File: config.mk
export PLATFORM = sky130hd
export DESIGN_NAME = seq_lane_serializer
export DESIGN_NICKNAME = d
export VERILOG_FILES = /design/src/rtl/seq_lane_serializer.sv
export SDC_FILE = /design/constraint.sdc
export NUM_CORES = 1
export LEC_CHECK = 0
export ABC_AREA = 1
export CORE_MARGIN = 2
export CORE_UTILIZATION = 45
export DETAILED_ROUTE_END_ITERATION = 7
export GPL_ROUTABILITY_DRIVEN = 0
export PLACE_DENSITY = 0.73
export RECOVER_POWER = 25
export SLEW_MARGIN = 20
export SYNTH_ARGS = -nofsm -noshare
export SYNTH_HDL_FRONTEND = slang
export SYNTH_SLANG_ARGS = --single-unit
File: constraint.sdc
create_clock -name clk -period 3 [get_ports clk]
set_clock_uncertainty 0.2 [all_clocks]
set_input_delay 0.6 -clock clk [delete_from_list [all_inputs] [get_ports clk]]
set_output_delay 0.6 -clock clk [all_outputs]
set_load 0.03 [all_outputs]
File: src/rtl/seq_lane_serializer.sv
// Serializes a variable-length word (0..W valid bits) into 2-bit chunks with per-lane enables.
// Define SEQ_LANE_SERIALIZER_MSB_FIRST_EN to emit from in_data[nbits-1] downward (default: LSB first).
module seq_lane_serializer #(
  parameter int W = 8
) (
  input  logic                 clk,
  input  logic                 rst,
  input  logic                 in_valid,
  output logic                 in_ready,
  input  logic [W-1:0]         in_data,
  input  logic [$clog2(W):0]   in_nbits,
  output logic                 out_valid,
  input  logic                 out_ready,
  output logic [1:0]           out_data,
  output logic [1:0]           out_en,
  output logic                 out_last
);
  localparam int NB = $clog2(W) + 1;

  typedef enum logic {S_IDLE, S_SHIFT} state_t;

  state_t          r_state, w_state_n;
  logic [W-1:0]    r_shreg, w_shreg_n, w_load;
  logic [NB-1:0]   r_rem, w_rem_n, w_nb;
  logic [1:0]      r_out_data, r_out_en, w_data_n, w_en_n;
  logic            r_out_last, w_last_n;
  logic            w_acc, w_hs;

  assign w_nb = (in_nbits > NB'(W)) ? NB'(W) : in_nbits;

`ifdef SEQ_LANE_SERIALIZER_MSB_FIRST_EN
  // Left-align so the next bit to emit always sits at the top; stale upper bits fall off.
  assign w_load = in_data << (W - int'(w_nb));
`else
  assign w_load = in_data & ({W{1'b1}} >> (W - int'(w_nb)));
`endif

  assign out_valid = (r_state == S_SHIFT);
  assign in_ready  = (r_state == S_IDLE) || (r_out_last && out_ready);
  assign w_acc     = in_valid && in_ready;
  assign w_hs      = out_valid && out_ready;
  assign out_data  = r_out_data;
  assign out_en    = r_out_en;
  assign out_last  = r_out_last;

  always_comb begin
    w_state_n = r_state;
    w_shreg_n = r_shreg;
    w_rem_n   = r_rem;
    if (w_hs) begin
      if (r_out_last) begin
        w_state_n = S_IDLE;
        w_shreg_n = '0;
        w_rem_n   = '0;
      end else begin
`ifdef SEQ_LANE_SERIALIZER_MSB_FIRST_EN
        w_shreg_n = r_shreg << 2;
`else
        w_shreg_n = r_shreg >> 2;
`endif
        w_rem_n   = r_rem - NB'(2);
      end
    end
    // In SHIFT an accept only happens alongside the last-chunk handshake, so loading wins.
    if (w_acc && (w_nb != '0)) begin
      w_state_n = S_SHIFT;
      w_shreg_n = w_load;
      w_rem_n   = w_nb;
    end
  end

  always_comb begin
    w_data_n = 2'b00;
    w_en_n   = 2'b00;
    if (w_rem_n >= NB'(2)) begin
      w_en_n = 2'b11;
`ifdef SEQ_LANE_SERIALIZER_MSB_FIRST_EN
      w_data_n = w_shreg_n[W-1:W-2];
`else
      w_data_n = w_shreg_n[1:0];
`endif
    end else if (w_rem_n == NB'(1)) begin
      w_en_n = 2'b01;
`ifdef SEQ_LANE_SERIALIZER_MSB_FIRST_EN
      w_data_n = {1'b0, w_shreg_n[W-1]};
`else
      w_data_n = {1'b0, w_shreg_n[0]};
`endif
    end
    w_last_n = (w_state_n == S_SHIFT) && (w_rem_n <= NB'(2));
  end

  always_ff @(posedge clk) begin
    if (rst) begin
      r_state    <= S_IDLE;
      r_shreg    <= '0;
      r_rem      <= '0;
      r_out_data <= 2'b00;
      r_out_en   <= 2'b00;
      r_out_last <= 1'b0;
    end else begin
      r_state    <= w_state_n;
      r_shreg    <= w_shreg_n;
      r_rem      <= w_rem_n;
      r_out_data <= w_data_n;
      r_out_en   <= w_en_n;
      r_out_last <= w_last_n;
    end
  end
endmodule

==> summary.md, run 1 <==
| Metric | Value |
|---|---|
| Vias per inst | 4.910 |
| Deepest clock path buffer count | 2 |
| CORE AREA | 0.001982 mm^2 |
| Setup repair bufs after CTS | 0 |
| Hold_buf cts | 0 |
| Post-cts resize count | 0 |
| CP max FO | 5 |
| Count of cell types in the netlist | 24 |
| Most frequent CP cell | clkdlybuf4s50_1 |
| Synthesized area | 958.4 um^2 |
| Share of cells above drive strength 1 | 0.09317 |
| Final design utilization | 0.6187 |
| Nets | 181 |
| Post-DRT Antenna Nets | 0 |
| Synth Area per Inst | 6.996 um^2 |
| Clock period minus worst slack | 2.825 ns |
| Yosys warns | 0 |
| Final wirelength | 1.996 mm |
| Post-synthesis sequential area ratio | 0.3760 |
| Area contributors post-synth | dfxtp_1 38%, nand2_1 16%, inv_1 7.0% |
| H-tree depth | 1 |
| Crit path DAT | 2.02 ns |
| Sum of negative setup slack | 0 ns |
| Total gr overflow | 0 |
| Critical path launch point type | input pin |
| Clock Pin Slew Worst Setup and Hold Paths | 0.09 ns |
| Iter 0 DRT Violations | 16 |
| CP required | 2.20 ns |
| DR DRC count | 0 |
| Number of antenna diodes | 0 |
| Worst path cell trace | clkdlybuf4s50_1, nand2_2, nand2_4, clkdlybuf4s50_1 |
| Crit-path max cell delay | 0.67 ns |
| Final Hold Viols | 0 |
| First-pass DRT Iterations | 4 |
| Outcome | finished, final reports clean |
| Tot Pwr | 0.5652 mW |
| Vias in the first global route | 858 |
| Die width | 50.15 um |
| DP HPWL | 1.622 mm |
| Synth top area share | 0.3760 |
| Dpl cell area | 0.001209 mm^2 |
| Setup violators final | 0 |
| Number of top-level pins | 23 |
| Prevailing post-synth register cell | dfxtp_1 |
| Initial antenna violation count | 0 |
| Slowest-stage cell, CP | clkdlybuf4s50_1 |
| Fin area | 0.001226 mm^2 |
| Fmax achieved | 354.0 MHz |
| Post-Syn Instances | 137 |
| EDFF count, synth | 0 |
| Total track usage | 0.1779 |
| CTS tree | done |
| Unrepaired setup endpoints after global routing | no |
| Max-cap violations | 0 |
| Pin count of the biggest net entering global routing | 12 |
| Via count | 923 |
| Pwr/cell area | 461.0 mW/mm^2 |
| Register bit total from synthesis | 18 |
| CTS Root Cell | clkbuf_4 |
| Headroom to the max-slew limit | 0.7252 |
| WL/cell | 10.62 um |
| Area leader, netlist | dfxtp_1 |
| Worst Max-Slew Pin Slew | 0.4109 ns |
| Final period utilization | 0.9415 |
| Std cell rows | 16 |
| Synthesized Nets | 155 |
| Worst hold slack | 0.2699 ns |
| Leakage power | 0.5843 nW |
| Die height | 50.15 um |
| Synth-to-Final Area Change | 27.94% |
| CP endpoint kind | output port |
| Die area | 0.002515 mm^2 |
| Final Max Tran Viols | 0 |
| Num CTS Buffers | 3 |
| First-pass GRT wire length | 3.450 mm |
| IO buf count | 22 |
| # clock sinks | 18 |
| Setup CP Type | input pin to output port |
| Asr flop ratio synth | 0 |
| HP Class | register to register |
| Peak VDD IR | 0.3781 mV |
| Starting Density | 0.4836 |
| Worst skew pair latency | 0.29 ns |
[final timing paths]
kind | cells past startpoint | from | slack, ns | to
setup / recovery | 4 | out_ready | 0.18 | in_ready
hold / removal | 2 | r_shreg[6]$_SDFFE_PP0P_ | 0.27 | r_shreg[6]$_SDFFE_PP0P_
setup reg to reg | 8 | out_last$_SDFF_PP0_ | 1.17 | out_data[1]$_SDFF_PP0_
hold reg to reg | 2 | r_shreg[6]$_SDFFE_PP0P_ | 0.27 | r_shreg[6]$_SDFFE_PP0P_
[stage by stage]
step                instances  setup WS (ns)
floorplan                 137         0.9983
detailed placement        185         0.1717
global placement          185         0.1971
CTS                       188         0.1655
global route              188         0.1185
finish                    188         0.1754
[routing by layer]
layer,part of all wire,track usage,wire [um],vias to the layer above
met5,0,0,0,-
met3,0.038,0.04762,75,3
met4,0.0050,0.05093,10,0
li1,-,-,-,486
met1,0.44,0.1981,876,417
met2,0.52,0.3268,1034,17
[final cells by class]
type / count / area [um^2]
flip-flops and latches: 18 / 360.3
clock buffers: 3 / 22.52
multi-input cells: 99 / 518.0
inverters: 19 / 71.32
well taps: 27 / 33.78
repair buffers: 22 / 220.2
fillers: 187 / 755.7
[cell usage after synthesis, types with 3 or more instances]
cell,count
nand3_1,9
a21oi_1,6
nand2_1,42
inv_1,18
nor2_1,13
nand4_1,3
dfxtp_1,18
o21ai_0,3
nand2_2,3
nor2_2,3
[report_power, final]
part / leakage [nW] / switching [mW] / internal (mW) / total (mW)
sequential: 0.148 / 0.0126 / 0.260 / 0.273
clock: 0.0138 / 0.0689 / 0.0467 / 0.116
combinational: 0.423 / 0.106 / 0.0711 / 0.177
total: 0.584 / 0.187 / 0.378 / 0.565
[state kept, by name (all words and copies together) (netlist names)]
name       cells
out_data       2
out_en         2
out_last       1
out_valid      1
r_rem          4
r_shreg        8
[logic make-up (layout without fill, tap and decap cells)]
group	after synthesis	count (layout)	synth area share
and+or+nand+nor	82	82	0.4256
buffers and inverters	20	44	0.07832
adders and majority gates	2	2	0.02611
xor gates and xnor gates	1	1	0.009140
AOI/OAI and AO/OA	14	14	0.08486
DFF	18	18	0.3760
[placed cells by master (no fill, tap or decap), types with 5 or more instances in the layout]
cell	instances
dlygate4sd3_1	5
dfxtp_1	18
a21oi_1	6
nand3_1	10
clkdlybuf4s50_1	17
nor2_1	13
nand2_1	42
inv_1	18
[critical path, delay by kind of cell]
family / cells / cell delay, ns
buf+inv: 2 / 1.25
simple gates: 2 / 0.18
Power figures use the tool's default switching activity.
==> run 2, diff against run 1 <==
- SETUP_SLACK_MARGIN: unset -> 0.1
==> results of run 2 <==
Final layout, timing and power as in run 1 (identical DEF).
==> run 3, diff against run 2 <==
- CTS_BUF_LIST: unset -> sky130_fd_sc_hd__clkbuf_8
- SLEW_MARGIN: 20 -> unset
==> summary.md, run 3 (synthesized netlist as in run 1, its figures left out) <==
| Metric | Value |
|---|---|
| H-tree depth | 1 (unchanged) |
| Tot Pwr | 0.6153 mW (+8.9%) |
| Fmax achieved | 354.1 MHz (about the same) |
| Worst skew pair latency | 0.26 ns (-0.03 ns) |
| Worst path cell trace | clkdlybuf4s50_1, nand2_2, nand2_4, clkdlybuf4s50_1 |
| Vias in the first global route | 849 (-1.0%) |
| Crit path from | out_ready |
| Outcome | finished, final reports clean |
| Vias per inst | 4.894 (-0.33%) |
| Worst reg2reg endpoint | out_data[1]$_SDFF_PP0_ |
| Die area | 0.002515 mm^2 (unchanged) |
| Peak VDD IR | 0.4219 mV (+12%) |
| Finished Layout Cells | 188 (unchanged) |
| R2r startpoint | out_last$_SDFF_PP0_ |
| Worst Max-Slew Pin Slew | 0.4051 ns (-0.005739 ns) |
| Share of cells above drive strength 1 | 0.09317 (unchanged) |
| Final Max Tran Viols | 0 (unchanged) |
| Sum of negative setup slack | 0 ns (unchanged) |
| Synth-to-Final Area Change | 29.90% |
| Number of top-level pins | 23 (unchanged) |
| Final period utilization | 0.9414 (about the same) |
| Psw | 0.1945 mW (+3.9%) |
| Slowest-stage cell, CP | clkdlybuf4s50_1 |
| Final Hold Viols | 0 (unchanged) |
| Clock period minus worst slack | 2.824 ns (-0.0004100 ns) |
| R2r setup slk | 1.19 ns (+0.02 ns) |
| Combinational power share | 0.286 (-0.027) |
| Switching share of power | 0.3161 (-0.01503) |
| Leakage power | 0.5938 nW (+1.6%) |
| Setup crit end | in_ready |
| Via count | 920 (-0.33%) |
| Internal | 0.4208 mW (+11%) |
| Max-cap violations | 0 (unchanged) |
| FF-to-FF path depth | 8 (unchanged) |
| Initial antenna violation count | 0 (unchanged) |
| Die width | 50.15 um (unchanged) |
| Setup violators final | 0 (unchanged) |
| CP required | 2.20 ns (about the same) |
| DR DRC count | 0 (unchanged) |
| Post-DRT Antenna Nets | 0 (unchanged) |
| CTS tree | done |
| Deepest clock path buffer count | 2 (unchanged) |
| IO buf count | 22 (unchanged) |
| Clock network power share | 0.270 (+0.065) |
| FILL cells | 188 (+0.53%) |
| Seq pwr share | 0.443 (-0.040) |
| Headroom to the max-slew limit | 0.7291 (+0.003838) |
| Pin count of the biggest net entering global routing | 12 (unchanged) |
| First-pass DRT Iterations | 4 (unchanged) |
| Pwr/cell area | 494.3 mW/mm^2 (+7.2%) |
| First-pass GRT wire length | 3.477 mm (+0.78%) |
| CORE AREA | 0.001982 mm^2 (unchanged) |
| Final wirelength | 2.020 mm (+1.2%) |
| Most frequent cells in the layout | 42 x nand2_1, 18 x inv_1, 18 x dfxtp_1 |
| Clock Pin Slew Worst Setup and Hold Paths | 0.06 ns (-0.03 ns) |
| CP endpoint kind | output port |
| Setup repair bufs after CTS | 0 (unchanged) |
| Die height | 50.15 um (unchanged) |
| Total track usage | 0.1874 (+0.009464) |
| Number of antenna diodes | 0 (unchanged) |
| HP Class | register to register |
| Max reg flops | 8 (unchanged) |
| Setup CP Type | input pin to output port |
| Top reg by flops | r_shreg |
| # clock sinks | 18 (unchanged) |
| Biggest regs | r_shreg (8), r_rem (4) |
| Crit-path max cell delay | 0.67 ns (about the same) |
| Post-cts resize count | 0 (unchanged) |
| CP max FO | 5 (unchanged) |
| Unrepaired setup endpoints after global routing | no |
| Hold Crit Start | r_shreg[6]$_SDFFE_PP0P_ |
| Crit path DAT | 2.02 ns (about the same) |
| DP HPWL | 1.622 mm (unchanged) |
| Placed cell count | 185 (unchanged) |
| Iter 0 DRT Violations | 13 (-3) |
| Starting Density | 0.4836 (unchanged) |
| WL/cell | 10.74 um (+1.2%) |
| Critical path launch point type | input pin |
| Fin area | 0.001245 mm^2 (+1.5%) |
| Dpl cell area | 0.001209 mm^2 (unchanged) |
| Hold_buf cts | 0 (unchanged) |
| Worst hold slack | 0.2656 ns (-0.004276 ns) |
| Std cell rows | 16 (unchanged) |
| Most frequent CP cell | clkdlybuf4s50_1 |
| CTS Root Cell | clkbuf_8 |
| Total gr overflow | 0 (unchanged) |
| Nets | 181 (unchanged) |
| Most common cell after layout, fill and taps aside | nand2_1 |
| Num CTS Buffers | 3 (unchanged) |
-- run 3: area by class of cell --
class,instances,area (um^2),area share
multi-input combinational,99,518.0,0.4161
sequential,18,360.3,0.2894
timing repair buffer,22,220.2,0.1769
inverter,19,71.32,0.05729
clock buffer,3,41.29,0.03317
tap,27,33.78,0.02714
-- run 3: power by group through the flow --
stage	Sequential [mW]	Combinational, mW	Clock [mW]
global route	0.275	0.197	0.184
finish	0.273	0.176	0.166
floorplan	0.296	0.0989	0
detailed placement	0.279	0.181	0
global placement	0.278	0.178	0
CTS	0.273	0.182	0.172
-- run 3: through the flow --
step	setup WS, ns	util
floorplan	0.9983	-
global placement	0.1971	0.6098
detailed placement	0.1717	0.6098
CTS	0.1655	0.6307
global route	0.1186	0.6282
finish	0.1758	0.6282
-- run 3: worst min-delay path by stage --
| stage | endpoint | cells past startpoint |
|---|---|---|
| after floorplan | r_shreg[7]$_SDFFE_PP0P_ | 2 |
| after global placement | r_shreg[6]$_SDFFE_PP0P_ | 2 |
| after detailed placement | r_shreg[6]$_SDFFE_PP0P_ | 2 |
| after CTS | r_shreg[6]$_SDFFE_PP0P_ | 2 |
| after global routing | r_shreg[7]$_SDFFE_PP0P_ | 2 |
| final | r_shreg[6]$_SDFFE_PP0P_ | 2 |
-- run 3: critical path, delay by kind of cell --
family                 cells  cell delay (ns)
buffers and inverters      2             1.25
and+or+nand+nor            2             0.18
-- run 3: metal layers --
metal | up-vias | routed length, um | track usage
met2 | 21 | 1019 | 0.3224
li1 | 487 | - | -
met3 | 4 | 99 | 0.05655
met5 | - | 0 | 0
met1 | 408 | 852 | 0.2019
met4 | 0 | 48 | 0.1065
